### src/rtl/mem_port_arbiter.sv
// mem_port_arbiter: shares one fixed-latency memory port between cache refills and
// write-buffer drains, favouring refills but bounding how long a drain can be deferred.
module mem_port_arbiter #(
    parameter int LATENCY   = 4,
    parameter int MAX_DEFER = 2
) (
    input  logic        clk,
    input  logic        reset,
    input  logic        rd_req,
    input  logic [31:0] rd_addr,
    input  logic        wb_req,
    input  logic [31:0] wb_addr,
    input  logic [31:0] wb_data,
    input  logic [31:0] mem_rdata,
    output logic        mem_en,
    output logic        mem_we,
    output logic [31:0] mem_addr,
    output logic [31:0] mem_wdata,
    output logic        rd_done,
    output logic [31:0] rd_data,
    output logic        wb_done,
    output logic        stall_rd,
    output logic        stall_wb,
    output logic        busy
);
    typedef enum logic [1:0] {IDLE, READ, WRITE} state_t;
    state_t      r_state, w_next;
    logic [3:0]  r_cnt, r_defer;
    logic [31:0] r_addr, r_wdata;
    logic        w_last, w_arb, w_gnt_rd, w_gnt_wb;
    always_comb begin
        w_last   = r_state != IDLE && r_cnt == 4'(LATENCY - 1);
        w_arb    = r_state == IDLE || w_last;
        // a waiting write wins only once reads have used up their deferral budget
        w_gnt_rd = w_arb && rd_req && !(wb_req && r_defer == 4'(MAX_DEFER));
        w_gnt_wb = w_arb && wb_req && !w_gnt_rd;
        w_next   = w_gnt_rd ? READ : w_gnt_wb ? WRITE : w_arb ? IDLE : r_state;
        mem_en   = r_state != IDLE;
        mem_we   = r_state == WRITE;
        busy     = r_state != IDLE;
        rd_done  = r_state == READ && w_last;
        wb_done  = r_state == WRITE && w_last;
        rd_data  = rd_done ? mem_rdata : '0;
        stall_rd = rd_req & ~rd_done;
        stall_wb = wb_req & ~wb_done;
        mem_addr  = r_addr;
        mem_wdata = r_wdata;
    end
    always_ff @(posedge clk or negedge reset)
        if (!reset) r_state <= IDLE;
        else        r_state <= w_next;
    always_ff @(posedge clk or negedge reset) begin
        if (!reset) begin
            r_cnt   <= '0;
            r_defer <= '0;
            r_addr  <= '0;
            r_wdata <= '0;
        end else begin
            r_cnt <= w_arb ? 4'd0 : r_cnt + 4'd1;
            if (w_gnt_rd || w_gnt_wb) r_addr <= w_gnt_rd ? rd_addr : wb_addr;
            if (w_gnt_wb) begin
                r_wdata <= wb_data;
                r_defer <= '0;
            end else if (w_gnt_rd && wb_req && r_defer != 4'(MAX_DEFER)) begin
                r_defer <= r_defer + 4'd1;
            end
        end
    end
endmodule

### config.mk
export PLATFORM = sky130hd
export DESIGN_NAME = mem_port_arbiter
export DESIGN_NICKNAME = d
export VERILOG_FILES = /design/src/rtl/mem_port_arbiter.sv
export SDC_FILE = /design/constraint.sdc
export NUM_CORES = 1
export LEC_CHECK = 0
export BUFFER_PORTS_ARGS = -buffer_cell sky130_fd_sc_hd__buf_2
export CAP_MARGIN = 5
export CORE_MARGIN = 2
export CORE_UTILIZATION = 42
export CTS_CLUSTER_DIAMETER = 120
export DETAILED_ROUTE_END_ITERATION = 16
export HOLD_SLACK_MARGIN = 0.06
export MAX_ROUTING_LAYER = met4
export PLACE_DENSITY = 0.8
export SLEW_MARGIN = 20
export SYNTH_ARGS = -nofsm -noshare
export SYNTH_HDL_FRONTEND = slang
export SYNTH_SLANG_ARGS = --single-unit
### constraint.sdc
create_clock -name clk -period 2.1 [get_ports clk]
set_clock_uncertainty 0.05 [all_clocks]
set_input_delay 0.315 -clock clk [delete_from_list [all_inputs] [get_ports clk]]
set_output_delay 0.315 -clock clk [all_outputs]
set_load 0.03 [all_outputs]
# Word level (Yosys, flattened, before mapping)
# Cells that the tools add are included.
# word_totals
regBits	74
in_bits	132
output_inout_bits	103
# classes
n_addsub	2
eq_ne	5
muxes	8
bitwise	4
n_reduce_logical	18
# ops
operator	count
$mux W32	2
$mux W4	3
$logic_and A1 B1 Y1	10
$add A4 B1 Y4 const B	2
$eq A4 B2 Y1 const B	2
$mux W2	3
$ne A4 B2 Y1 const B	1
$reduce_bool A2 Y1	2
$reduce_bool A3 Y1	1
$and A1 B1 Y1	2
$eq A2 B1 Y1 const B	1
$eq A2 B2 Y1 const B	1
$logic_not A1 Y1	2
$logic_not A2 Y1	1
$logic_or A1 B1 Y1	2
$not A1 Y1	2

# Longest topological paths before layout
# depth
ltp_word	9
mapped_depth	7
ltp_nobuf	5

# Least setup slack after synthesis
# OpenSTA, ideal clock, no wires.
# synth_timing
path_kind	register -> output
from	reg r_cnt[0]
to	out rd_data[23]
arrival_ps	1889
t_required_ps	1735
path_slack_ps	-154
path_stages_with_launch	7
path_buffers	2
cell_sequence	dfrtp_1 > ha_1 > or3b_1 > buf_2 > nor3b_4 > buf_2 > and2_1
# synth_between
elab_chain_len	4
# synth_rtl
element	line	rtl
start, declared	28	logic [3:0] r_cnt, r_defer;
start signal, assigned	59	r_cnt <= w_arb ? 4'd0 : r_cnt + 4'd1;
$eq A4 B2 Y1	32	w_last = r_state != IDLE && r_cnt == 4'(LATENCY - 1);
$logic_and A1 B1 Y1	32	
$logic_and A1 B1 Y1	41	rd_done = r_state == READ && w_last;
named net rd_done	19	output logic rd_done,
$mux W32	43	rd_data = rd_done ? mem_rdata : '0;
end, declared	20	output logic [31:0] rd_data,
# The timed path passes the listed nets, and every way through them passes these cells.

# Final worst setup path
# layout_timing
from	reg r_cnt[1]
to	out rd_data[19]
# layout_between
elab_chain_len	4
# layout_rtl
element	line
$eq A4 B2 Y1	32
$logic_and A1 B1 Y1	32
$logic_and A1 B1 Y1	41
$mux W32	43
# Every way passes these cells.

==> impl_metrics.env <==
export IMPL_cap_violations=0
export IMPL_crit_path_max_fanout=17
export IMPL_wire_per_inst_um=14.4
export IMPL_fillCellCount=659
export IMPL_violations="negative setup slack"
export IMPL_pin_count=235
export IMPL_total_power_w=0.00779
export IMPL_syn2layout_area_growth_pct=47.7
export IMPL_end_kind="output port"
export IMPL_grt_pass1_vias=3220
export IMPL_grt_pass1_wl_um=14300
export IMPL_syn_area_sq_um=3590
export IMPL_power_density_nw_per_um2=1470
export IMPL_grt_max_degree=75
export IMPL_startpoint_type="flip-flop"
export IMPL_required_ns=1.74
export IMPL_clock_latency_ns=0.33
export IMPL_place_gp_congestion=0.814
export IMPL_synthFlopType="dfrtp_1"
export IMPL_utilization_pct=64.3
export IMPL_dr_total_vias=3276
export IMPL_synth_nets=463
export IMPL_wl_um=9790
export IMPL_synthTopCellsByArea="dfrtp_1 (52%), inv_1 (10%), mux2_2 (10%)"
export IMPL_synth_common_cells="inv_1 (100), dfrtp_1 (74), and2_1 (33)"
export IMPL_layout_worst_path_cycle_share_pct=112
export IMPL_cts_clk_slew_worst_paths_ns=0.08
export IMPL_irDropWorstVdd_uv=918
export IMPL_multi_input_area_sq_um=1250
export IMPL_hold_class="in -> reg"
export IMPL_cts_buffer_depth=2
export IMPL_yosysTopAreaCell="dfrtp_1"
export IMPL_ant_nets=0
export IMPL_cts_sinks=74
export IMPL_cp_arrival_ns=2.00
export IMPL_num_nets_final=706
export IMPL_drive_gt1_share_pct=57.7
export IMPL_maxSlewViolCount=0
export IMPL_netlist_area_leader_share_pct=51.5
export IMPL_dpl_hpwl_um=7220
export IMPL_yosysMostFrequentCell="inv_1"
export IMPL_h_tree_depth=3
export IMPL_ys_async_sr_fraction_pct=100
export IMPL_rows=33
export IMPL_seqCellArea_sq_um=1850
export IMPL_synth_seq_area_share_pct=51.5
export IMPL_grtUsageTotal_pct=20.6
export IMPL_core_area_sq_um=8260
export IMPL_drt_iter0_drc=201
export IMPL_period_needed_ns=2.36
export IMPL_setup_violations=35
export IMPL_initial_core_util_pct=43.5
export IMPL_drc=0
export IMPL_grt_ovfl_total=0
export IMPL_avgSynthCellArea_sq_um=11.0
export IMPL_dieWidth_um=96.5
export IMPL_die_h_um=96.5
export IMPL_p_leak_nw=3.04
export IMPL_relSlewSlack_pct=69.0
export IMPL_root_buffer="clkbuf_8"
export IMPL_ys_ff_latch=74
export IMPL_synthesis_yosys_warnings=0
export IMPL_setup_ws_ns=-0.262
export IMPL_die_area_sq_um=9310
export IMPL_portBuffers=234
export IMPL_status="finished with violations"
export IMPL_synth_cells=328
export IMPL_fmax_mhz=423
export IMPL_synth_edf_count=0
export IMPL_hold_viol_final=0
export IMPL_worst_pin_slew_ns=0.462
export IMPL_diodes=0
export IMPL_cts_tree="built"
export IMPL_vias_per_cell=4.82
export IMPL_rsz0062_at_grt="yes"
export IMPL_antenna_found_initial=0
export IMPL_critPathKind="reg -> out"
export IMPL_cts_inserted_buffers=9
export IMPL_drtPass1Iterations=6
export IMPL_synth_distinct_cells=32
## final cells by class
cell class	count	share of cell area, %
Sequential cell	74	34.9
Timing Repair Buffer	251	28.1
Multi-Input combinational cell	135	23.6
Inverter	100	7.07
Clock buffer	11	2.85
Tap cell	105	2.48
Clock inverter	4	0.967
## per-layer routing
layer,GRT usage (%),share of wire [%],vias up
met1,22.3,36,1527
met3,4.11,8.3,6
met2,38.1,54,179
met4,5.99,0.71,0
li1,-,-,1564
met5,-,0,-
## stage by stage
stage / hold WS (ns) / area [sq um] / worst slack (ns) / std cells / setup TNS [ns]
final: 0.155 / 5310 / -0.262 / 680 / -8.32
after global routing: 0.141 / 5310 / -0.360 / 680 / -11.59
after CTS: 0.138 / 5300 / -0.287 / 680 / -9.27
after detailed placement: 0.335 / 4920 / 0.0176 / 658 / 0
after global placement: 0.319 / 4920 / 0.0672 / 658 / 0
after floorplan: -0.0306 / 3630 / -0.0185 / 328 / -0.148
## cells by family (layout without fill, tap and decap cells)
group / after synthesis / count (layout) / synth area share [%]
buf+inv: 119 / 366 / 14.8
flops: 74 / 74 / 51.5
simple gates: 54 / 54 / 9.92
compound gates: 43 / 43 / 11.9
mux: 33 / 33 / 10.3
fa+ha+maj: 3 / 3 / 1.04
xor+xnor: 2 / 2 / 0.488
## final timing paths
check                      slack [ns]                       from  cells past startpoint                   endpoint
max reg2reg                      0.07     r_defer[0]$_DFFE_PN0P_                      6  mem_wdata[27]$_DFFE_PN0P_
max in group asynchronous        1.19                      reset                      3    mem_addr[6]$_DFFE_PN0P_
min reg2reg                      0.45  mem_wdata[11]$_DFFE_PN0P_                      1  mem_wdata[11]$_DFFE_PN0P_
max                             -0.26         r_cnt[1]$_DFF_PN0_                      7                rd_data[19]
min                              0.15                wb_data[22]                      2  mem_wdata[22]$_DFFE_PN0P_
min in group asynchronous        0.49                      reset                      3  mem_wdata[11]$_DFFE_PN0P_
## where the power goes
part	total [W]	switching [W]	internal [W]
Combinational	0.00418	0.00258	0.00160
Clock	0.00112	0.000514	0.000608
Sequential	0.00249	0.000373	0.00212
Total	0.00779	0.00346	0.00433
## worst max-delay path: stages (launching register included)
cell and delay (ns):
dfrtp_1 0.36, ha_1 0.16, or3b_4 0.40, nor3b_4 0.19
buf_4 0.15, buf_12 0.12, and2_2 0.14, buf_4 0.15
## flip-flops by register name (all words and copies together), names as in the netlist
signal,flops
mem_addr,32
mem_wdata,32
r_cnt,4
r_defer,4
r_state,2
## cell usage in the layout, fill, tap and decap left out, drive strengths merged, types with 2 or more instances in the layout
cell    instances
dfrtp          74
ha              3
and3            2
nor3b           3
clkinv          2
a222oi         32
nor2            5
clkbuf         11
a32o            3
o221ai          2
nand2           2
nor2b           4
buf           250
mux2           32
inv           100
o22ai           2
and2           33
## repair_timing
action	in CTS	in global routing
hold buffers	1	0
pin swaps	1	0
buffers inserted	5	0
cloned	1	0
setup endpoints to repair	35	35
hold endpoints to repair	74	0
resized for setup	41	1
Power figures use the tool's default switching activity.
